**src/rtl/map_port_arbiter_if.sv**
```systemverilog
// map_port_arbiter_if: video/aux request, map port and status signals of the map port arbiter
interface map_port_arbiter_if;
   logic        vid_req;
   logic [9:0]  vid_row;
   logic [9:0]  vid_col;
   logic [1:0]  vid_pixel;
   logic        vid_pixel_valid;
   logic        aux_req;
   logic [9:0]  aux_row;
   logic [9:0]  aux_col;
   logic        aux_ack;
   logic [1:0]  aux_pixel;
   logic [9:0]  map_row;
   logic [9:0]  map_col;
   logic [1:0]  map_pixel;
   logic [15:0] vid_drop_cnt;
   logic [15:0] aux_grant_cnt;
   modport slave (
      input  vid_req, vid_row, vid_col, aux_req, aux_row, aux_col, map_pixel,
      output vid_pixel, vid_pixel_valid, aux_ack, aux_pixel, map_row, map_col,
             vid_drop_cnt, aux_grant_cnt
   );
   modport master (
      output vid_req, vid_row, vid_col, aux_req, aux_row, aux_col, map_pixel,
      input  vid_pixel, vid_pixel_valid, aux_ack, aux_pixel, map_row, map_col,
             vid_drop_cnt, aux_grant_cnt
   );
endinterface

```
**src/rtl/map_port_arbiter.sv**
```systemverilog
// map_port_arbiter: shares the map read port between video (priority) and an aux requester,
// with a starvation guard and a latency-matched tag pipe routing return data.
module map_port_arbiter #(
   parameter int MAP_LAT      = 1,
   parameter int STARVE_LIMIT = 64
) (
   input logic              clk,
   input logic              reset,
   map_port_arbiter_if.slave bus
);
   typedef enum logic [1:0] {IDLE, PENDING, INFLIGHT, DONE} state_t;
   localparam logic [1:0] T_NONE = 2'd0;
   localparam logic [1:0] T_VID  = 2'd1;
   localparam logic [1:0] T_AUX  = 2'd2;
   state_t                 state_q, state_d;
   logic [7:0]             wait_q, wait_d;
   logic [MAP_LAT:0][1:0]  tag_q, tag_d;
   logic [9:0]             map_row_q, map_row_d, map_col_q, map_col_d;
   logic [1:0]             vid_pixel_q, vid_pixel_d, aux_pixel_q, aux_pixel_d;
   logic                   vid_valid_q, vid_valid_d, aux_ack_q, aux_ack_d;
   logic [15:0]            drop_q, drop_d, grant_q, grant_d;
   logic                   issue_aux, issue_vid;
   logic [1:0]             ret;
   always_comb begin
      state_d   = state_q;
      wait_d    = wait_q;
      issue_aux = 1'b0;
      ret       = tag_q[MAP_LAT];
      unique case (state_q)
         IDLE:     if (bus.aux_req) begin
                      state_d = PENDING;
                      wait_d  = '0;
                   end
         PENDING:  if (!bus.aux_req) state_d = IDLE;
                   else if (!bus.vid_req || wait_q == 8'(STARVE_LIMIT - 1)) begin
                      issue_aux = 1'b1;
                      state_d   = INFLIGHT;
                      wait_d    = '0;
                   end else wait_d = wait_q + 8'd1;
         INFLIGHT: if (ret == T_AUX) state_d = DONE;
         DONE:     state_d = IDLE;
      endcase
      issue_vid   = bus.vid_req && !issue_aux;
      map_row_d   = issue_aux ? bus.aux_row : issue_vid ? bus.vid_row : map_row_q;
      map_col_d   = issue_aux ? bus.aux_col : issue_vid ? bus.vid_col : map_col_q;
      tag_d       = {tag_q[MAP_LAT-1:0], issue_aux ? T_AUX : issue_vid ? T_VID : T_NONE};
      vid_valid_d = ret == T_VID;
      vid_pixel_d = vid_valid_d ? bus.map_pixel : vid_pixel_q;
      aux_ack_d   = ret == T_AUX;
      aux_pixel_d = aux_ack_d ? bus.map_pixel : aux_pixel_q;
      grant_d     = grant_q + {15'd0, aux_ack_d};
      // a forced aux issue steals the video slot offered in the same cycle
      drop_d      = (issue_aux && bus.vid_req && drop_q != 16'hFFFF) ? drop_q + 16'd1 : drop_q;
   end
   always_ff @(posedge clk) begin
      if (reset) begin
         state_q     <= IDLE;
         wait_q      <= '0;
         tag_q       <= '0;
         map_row_q   <= '0;
         map_col_q   <= '0;
         vid_pixel_q <= '0;
         vid_valid_q <= 1'b0;
         aux_pixel_q <= '0;
         aux_ack_q   <= 1'b0;
         drop_q      <= '0;
         grant_q     <= '0;
      end else begin
         state_q     <= state_d;
         wait_q      <= wait_d;
         tag_q       <= tag_d;
         map_row_q   <= map_row_d;
         map_col_q   <= map_col_d;
         vid_pixel_q <= vid_pixel_d;
         vid_valid_q <= vid_valid_d;
         aux_pixel_q <= aux_pixel_d;
         aux_ack_q   <= aux_ack_d;
         drop_q      <= drop_d;
         grant_q     <= grant_d;
      end
   end
   assign bus.map_row         = map_row_q;
   assign bus.map_col         = map_col_q;
   assign bus.vid_pixel       = vid_pixel_q;
   assign bus.vid_pixel_valid = vid_valid_q;
   assign bus.aux_pixel       = aux_pixel_q;
   assign bus.aux_ack         = aux_ack_q;
   assign bus.vid_drop_cnt    = drop_q;
   assign bus.aux_grant_cnt   = grant_q;
endmodule

```
**src/flat_wrapper.sv**
```systemverilog
// flat-port wrapper written by rule: the top's interface ports become plain ports
module map_port_arbiter_flat 
#(
   parameter int MAP_LAT      = 1,
   parameter int STARVE_LIMIT = 64
)
  (clk, reset, bus_vid_req, bus_vid_row, bus_vid_col, bus_aux_req, bus_aux_row, bus_aux_col, bus_map_pixel, bus_vid_pixel, bus_vid_pixel_valid, bus_aux_ack, bus_aux_pixel, bus_map_row, bus_map_col, bus_vid_drop_cnt, bus_aux_grant_cnt);
  map_port_arbiter_if bus_i ();
  input logic clk;
  input logic reset;
  input wire logic [$bits(bus_i.vid_req)-1:0] bus_vid_req;
  input wire logic [$bits(bus_i.vid_row)-1:0] bus_vid_row;
  input wire logic [$bits(bus_i.vid_col)-1:0] bus_vid_col;
  input wire logic [$bits(bus_i.aux_req)-1:0] bus_aux_req;
  input wire logic [$bits(bus_i.aux_row)-1:0] bus_aux_row;
  input wire logic [$bits(bus_i.aux_col)-1:0] bus_aux_col;
  input wire logic [$bits(bus_i.map_pixel)-1:0] bus_map_pixel;
  output wire logic [$bits(bus_i.vid_pixel)-1:0] bus_vid_pixel;
  output wire logic [$bits(bus_i.vid_pixel_valid)-1:0] bus_vid_pixel_valid;
  output wire logic [$bits(bus_i.aux_ack)-1:0] bus_aux_ack;
  output wire logic [$bits(bus_i.aux_pixel)-1:0] bus_aux_pixel;
  output wire logic [$bits(bus_i.map_row)-1:0] bus_map_row;
  output wire logic [$bits(bus_i.map_col)-1:0] bus_map_col;
  output wire logic [$bits(bus_i.vid_drop_cnt)-1:0] bus_vid_drop_cnt;
  output wire logic [$bits(bus_i.aux_grant_cnt)-1:0] bus_aux_grant_cnt;
  assign bus_i.vid_req = bus_vid_req;
  assign bus_i.vid_row = bus_vid_row;
  assign bus_i.vid_col = bus_vid_col;
  assign bus_i.aux_req = bus_aux_req;
  assign bus_i.aux_row = bus_aux_row;
  assign bus_i.aux_col = bus_aux_col;
  assign bus_i.map_pixel = bus_map_pixel;
  assign bus_vid_pixel = bus_i.vid_pixel;
  assign bus_vid_pixel_valid = bus_i.vid_pixel_valid;
  assign bus_aux_ack = bus_i.aux_ack;
  assign bus_aux_pixel = bus_i.aux_pixel;
  assign bus_map_row = bus_i.map_row;
  assign bus_map_col = bus_i.map_col;
  assign bus_vid_drop_cnt = bus_i.vid_drop_cnt;
  assign bus_aux_grant_cnt = bus_i.aux_grant_cnt;
  map_port_arbiter #(.MAP_LAT(MAP_LAT), .STARVE_LIMIT(STARVE_LIMIT)) u_core (.clk(clk), .reset(reset), .bus(bus_i));
endmodule
```
**config.mk**
```make
export PLATFORM = sky130hd
export DESIGN_NAME = map_port_arbiter_flat
export DESIGN_NICKNAME = d
export VERILOG_FILES = /design/src/rtl/map_port_arbiter_if.sv /design/src/rtl/map_port_arbiter.sv /design/src/flat_wrapper.sv
export SDC_FILE = /design/constraint.sdc
export NUM_CORES = 1
export LEC_CHECK = 0
export CAP_MARGIN = 20
export CORE_MARGIN = 2
export CORE_UTILIZATION = 50
export CTS_BUF_LIST = sky130_fd_sc_hd__clkbuf_4 sky130_fd_sc_hd__clkbuf_8 sky130_fd_sc_hd__clkbuf_16
export DETAILED_ROUTE_END_ITERATION = 12
export PLACE_DENSITY = 0.85
export SYNTH_ARGS = -nofsm -noshare
export SYNTH_HDL_FRONTEND = slang
export SYNTH_SLANG_ARGS = --single-unit
export TNS_END_PERCENT = 50
```
**constraint.sdc**
```tcl
create_clock -name clk -period 2.84 [get_ports clk]
set_clock_uncertainty 0.05 [all_clocks]
set_input_delay 0.284 -clock clk [delete_from_list [all_inputs] [get_ports clk]]
set_output_delay 0.284 -clock clk [all_outputs]
set_load 0.01 [all_outputs]
```
# Yosys cells after proc, flatten, opt, wreduce, memory -nomap -nowiden
# Index checks and enable logic that the tools add are counted.
# classes
add_sub_neg,3
n_eq_ne,11
muxes,18
reduce_logical,12
# op_table
cell,count
$mux 10,4
$mux 8,3
$add 16x1->16,1
$add 16x1->16 const B,1
$ne 16x16->1 const B,1
$pmux 8 s2,1
$mux 2,5
$add 8x1->8 const B,1
$eq 8x6->1 const B,1
$pmux 2 s4,1
$eq 2x2->1 const B,3
$reduce_and 3->1,2
$eq 2x1->1 const B,2
$mux 1,4
$ne 2x2->1 const B,2
$reduce_bool 2->1,2
$logic_and 1x1->1,3
$ne 3x2->1 const B,1
$logic_not 1->1,2
$logic_not 2->1,1
$ne 2x1->1 const B,1
$reduce_or 2->1,1
$logic_or 1x1->1,1
# word_totals
regBits,72
in_bits,46
output_inout_bits,58
word_cells,57

# Longest topological paths before layout
# logic_depth
ltp_word,9
mapped_depth,9

# Worst setup path after synthesis
# OpenSTA, ideal clock, no wires.
# synth_timing
path_kind,reg-to-reg
start,register u_core.drop_q[0] (netlist: u_core.bus.vid_drop_cnt[0])
end,register u_core.drop_q[9] (netlist: u_core.bus.vid_drop_cnt[9])
setup_time_ps,123
arrival_ps,1734
required_ps,2667
setup_slack_ps,932
path_stages_with_launch,7
path_buffers,0
cell_sequence,dfxtp_1 -> ha_1 -> nand2_1 -> nor3_4 -> a211oi_4 -> nand4_1 -> mux2_1
# synth_via
elab_chain_len,2
elab_cells_between_ends,3
classes_between,add/sub (1); eq/ne (1); reduce/logical (1)
# synth_lines
element,line_no,source
"start, declared",map_port_arbiter.sv:21,"logic [15:0] drop_q, drop_d, grant_q, grant_d;"
"start signal, assigned",map_port_arbiter.sv:78,drop_q <= drop_d;
branches (longest 2 deep; another with $add 16x1->16),--,
# Parallel ways; which one is timed is not known.
# A chain may end at the register's enable or synchronous reset.

# Final worst setup path
# layout_timing
start,register u_core.wait_q[0]
end,register u_core.map_row_q[7] (netlist: u_core.bus.map_row[7])
# layout_via
elab_chain_len,8
elab_cells_between_ends,9
classes_between,eq/ne (1); mux (4); reduce/logical (4)
# layout_lines
element,line_no,source
"start, declared",map_port_arbiter.sv:16,"logic [7:0] wait_q, wait_d;"
"start signal, assigned",map_port_arbiter.sv:70,wait_q <= wait_d;
$eq 8x6->1 *,map_port_arbiter.sv:35,else if (!bus.vid_req || wait_q == 8'(STARVE_LIMIT - 1)) begin
$logic_or 1x1->1 *,map_port_arbiter.sv:35,
$mux 1 *,map_port_arbiter.sv:35,
$mux 1 *,map_port_arbiter.sv:34,PENDING: if (!bus.aux_req) state_d = IDLE;
$mux 1 *,map_port_arbiter.sv:29,unique case (state_q)
$logic_not 1->1,map_port_arbiter.sv:43,issue_vid = bus.vid_req && !issue_aux;
$logic_and 1x1->1,map_port_arbiter.sv:43,
$reduce_bool 2->1 (no source line),--,
"end signal, assigned",map_port_arbiter.sv:72,map_row_q <= map_row_d;
"end, declared",map_port_arbiter.sv:18,"logic [9:0] map_row_q, map_row_d, map_col_q, map_col_d;"
# Mark *: on every way between the ends. The rest lies on a longest branch, timed or not.

==> results.json <==
{
  "outcome": "complete, no violations",
  "nNetsFinal": 494,
  "ant_nets": 0,
  "grt_max_degree": 30,
  "p_total_uw": 2080,
  "synth-simple-area-share_pct": 20.1,
  "power.clock.fraction_pct": 37.9,
  "critPathMaxFanout": 21,
  "overflow": 0,
  "synth_compound_area_share_pct": 18.9,
  "h-tree-depth": 3,
  "seqCellArea_um2": 1440,
  "drive_gt1_share_pct": 12.2,
  "ys_warn_count": 0,
  "cp_common_cell": "nand2_1",
  "post_cts_resized": 0,
  "synth_area_um2": 3290,
  "hold_viol": 0,
  "dpl.hpwl_mm": 5.61,
  "final.min_clock_period_ns": 2.23,
  "drc": 0,
  "p_leak_uw": 0.00163,
  "syn_to_final_growth_pct": 38.7,
  "core-area_um2": 6350,
  "cts.sinks": 72,
  "place_congestion": 0.813,
  "grt_pass1_vias": 2950,
  "ir_drop_v": 0.000330,
  "setup_violations": 0,
  "crit_path_end_kind": "flip-flop",
  "hp-class": "flip-flop to flip-flop",
  "multi_input_area_um2": 1760,
  "synth_seq_area_share_pct": 43.8,
  "postCtsSetupBuffers": 0,
  "drt_iter0_drc": 115,
  "synth_fp_nets": 393,
  "start_util_pct": 51.9,
  "seqPwrFrac_pct": 50.7,
  "io_buffers": 103,
  "p_per_area_nw_per_um2": 454,
  "finalSetupTns_ns": 0,
  "dpl_worst_slack_ns": 0.555,
  "placed_area_um2": 4380,
  "fp.dieW_um": 85.2,
  "crit_slowest_cell": "nand2_1",
  "worst_slack_ns": 0.606,
  "cp_cell_sequence": "ha_1, and3_1, and2_1, nand2_1, nand2_1, o221a_2",
  "placed_cells": 510,
  "cp_data_arrival_time_ns": 2.47,
  "start_kind": "flip-flop",
  "synth-main-ff-cell": "dfxtp_1",
  "dr.pass1.iters": 5,
  "clkLatencyLatePin_ns": 0.34,
  "cts_hold_buf": 0,
  "dieArea_um2": 7250,
  "pwr-share-comb_pct": 11.4,
  "crit_buf_inv": 0,
  "clk_path_buf_depth": 2,
  "cts_tree": "yes",
  "vias": 2951,
  "fillCellCount": 477,
  "antenna_found_initial": 0,
  "worst_pin_slew_ns": 0.767,
  "syn_inst": 343,
  "maxCapViolations": 0,
  "final_area_um2": 4570,
  "antenna_cells": 0,
  "synth_mux_area_share_pct": 7.64,
  "synth_edf_count": 0,
  "critical_path.top_delay_family": "simple AND/OR/NAND/NOR gates",
  "ys_types": 47,
  "slew-limit-headroom_pct": 48.8,
  "crit_type": "flip-flop to flip-flop",
  "synthAdderAreaFrac_pct": 1.52,
  "fin_cells": 526,
  "cp.required_ns": 3.08,
  "grt_pass1_wl_mm": 13.5,
  "route.detailed.wl_per_inst_um": 15.4,
  "power_switching_uw": 489,
  "routed_wl_mm": 8.12,
  "rsz0062_at_grt": "no",
  "synth-seq-cells": 72,
  "slowest_delay_ns": 0.58,
  "die_h_um": 85.2,
  "clk_pin_slew_ns": 0.08,
  "synth_top_family_by_area": "simple AND/OR/NAND/NOR gates",
  "num_rows": 29,
  "drv_slew": 0,
  "post-route-period-util_pct": 78.6,
  "synth-xor-area-share_pct": 5.32,
  "vias_per_cell": 5.61,
  "ioPinCount": 104,
  "clock-root-buffer": "clkbuf_8",
  "p_int_uw": 1590,
  "max_freq_ghz": 0.448,
  "cts_buffers": 9,
  "async_reset_ff_share_pct": 0,
  "p_sw_share_pct": 23.5,
  "syn_area_per_cell_um2": 9.60,
  "grtUsageTotal_pct": 23.0
}
cell usage after synthesis, types with 6 or more instances:
cell type / instances / area, um2
a21oi_1: 35 / 175
and3_1: 7 / 43.8
clkbuf_1: 12 / 45.0
dfxtp_1: 72 / 1440
mux2i_1: 24 / 240
nand2_1: 18 / 67.6
nand3_1: 13 / 65.1
nand4_1: 6 / 37.5
nor2_1: 38 / 143
nor2b_1: 8 / 50.1
o221a_2: 20 / 225
xnor2_1: 10 / 87.6
xor2_1: 10 / 87.6
registers in the layout, indices dropped and copies added, names as in the netlist, 2 cells and up, named ones only:
signal                    cells
u_core.bus.aux_pixel          2
u_core.tag_d                  2
u_core.bus.vid_pixel          2
u_core.wait_q                 8
u_core.bus.vid_drop_cnt      16
u_core.ret                    2
u_core.bus.map_row           10
u_core.bus.aux_grant_cnt     16
u_core.bus.map_col           10
worst paths after layout:
check,start,end,slack (ns),cells past startpoint
setup / recovery,u_core.wait_q[0],u_core.bus.map_row[7],0.61,6
hold / removal,u_core.tag_d[3],u_core.ret[1],0.39,1
hold reg to reg,u_core.tag_d[3],u_core.ret[1],0.39,1
setup reg to reg,u_core.wait_q[0],u_core.bus.map_row[7],0.61,6
cell families (layout without fill, tap and decap cells):
logic type      count (synthesis)  in the layout
simple gates                  119            119
compound gates                 81             81
flops                          72             72
mux                            25             25
buf+inv                        22            128
xor+xnor                       20             20
fa+ha+maj                       4              4
power groups by stage:
stage	sequential [uW]	combinational [uW]	clock [uW]
after CTS	1050	238	798
after global routing	1050	255	842
final	1050	237	787
after floorplan	1080	94.2	0
after global placement	1070	231	0
after detailed placement	1070	237	0
metrics by stage:
step           hold WS [ns]  util, %
2_1_floorplan         0.364        -
3_3_place_gp          0.369     68.9
3_5_place_dp          0.375     68.9
4_1_cts               0.389     71.9
5_1_grt               0.414     71.9
6_report              0.391     71.9
placed cells by master (no fill, tap or decap), drive strengths merged, types with 7 or more instances in the layout:
cell,instances
nand3,13
mux2i,24
clkbuf,10
xor2,10
clkdlybuf4s50,102
nor2,40
dfxtp,72
nand2,18
nand4,8
xnor2,10
nor2b,8
a21oi,36
and3,7
o221a,20
routing by layer:
| layer | wire length [um] | vias up | GRT usage, % |
|---|---|---|---|
| li1 | - | 1455 | - |
| met1 | 3610 | 1386 | 29.4 |
| met2 | 3970 | 95 | 37.6 |
| met3 | 367 | 15 | 4.67 |
| met4 | 162 | 0 | 10.1 |
| met5 | 0 | - | 0 |
final cells by class:
class | instances | share of cell area, %
tap | 77 | 2.11
clock inverter | 6 | 1.31
clock buffer | 10 | 2.88
inverter | 4 | 0.329
sequential | 72 | 31.6
timing repair buffer | 108 | 23.3
multi-input combinational | 249 | 38.5
Power figures use the tool's default switching activity.
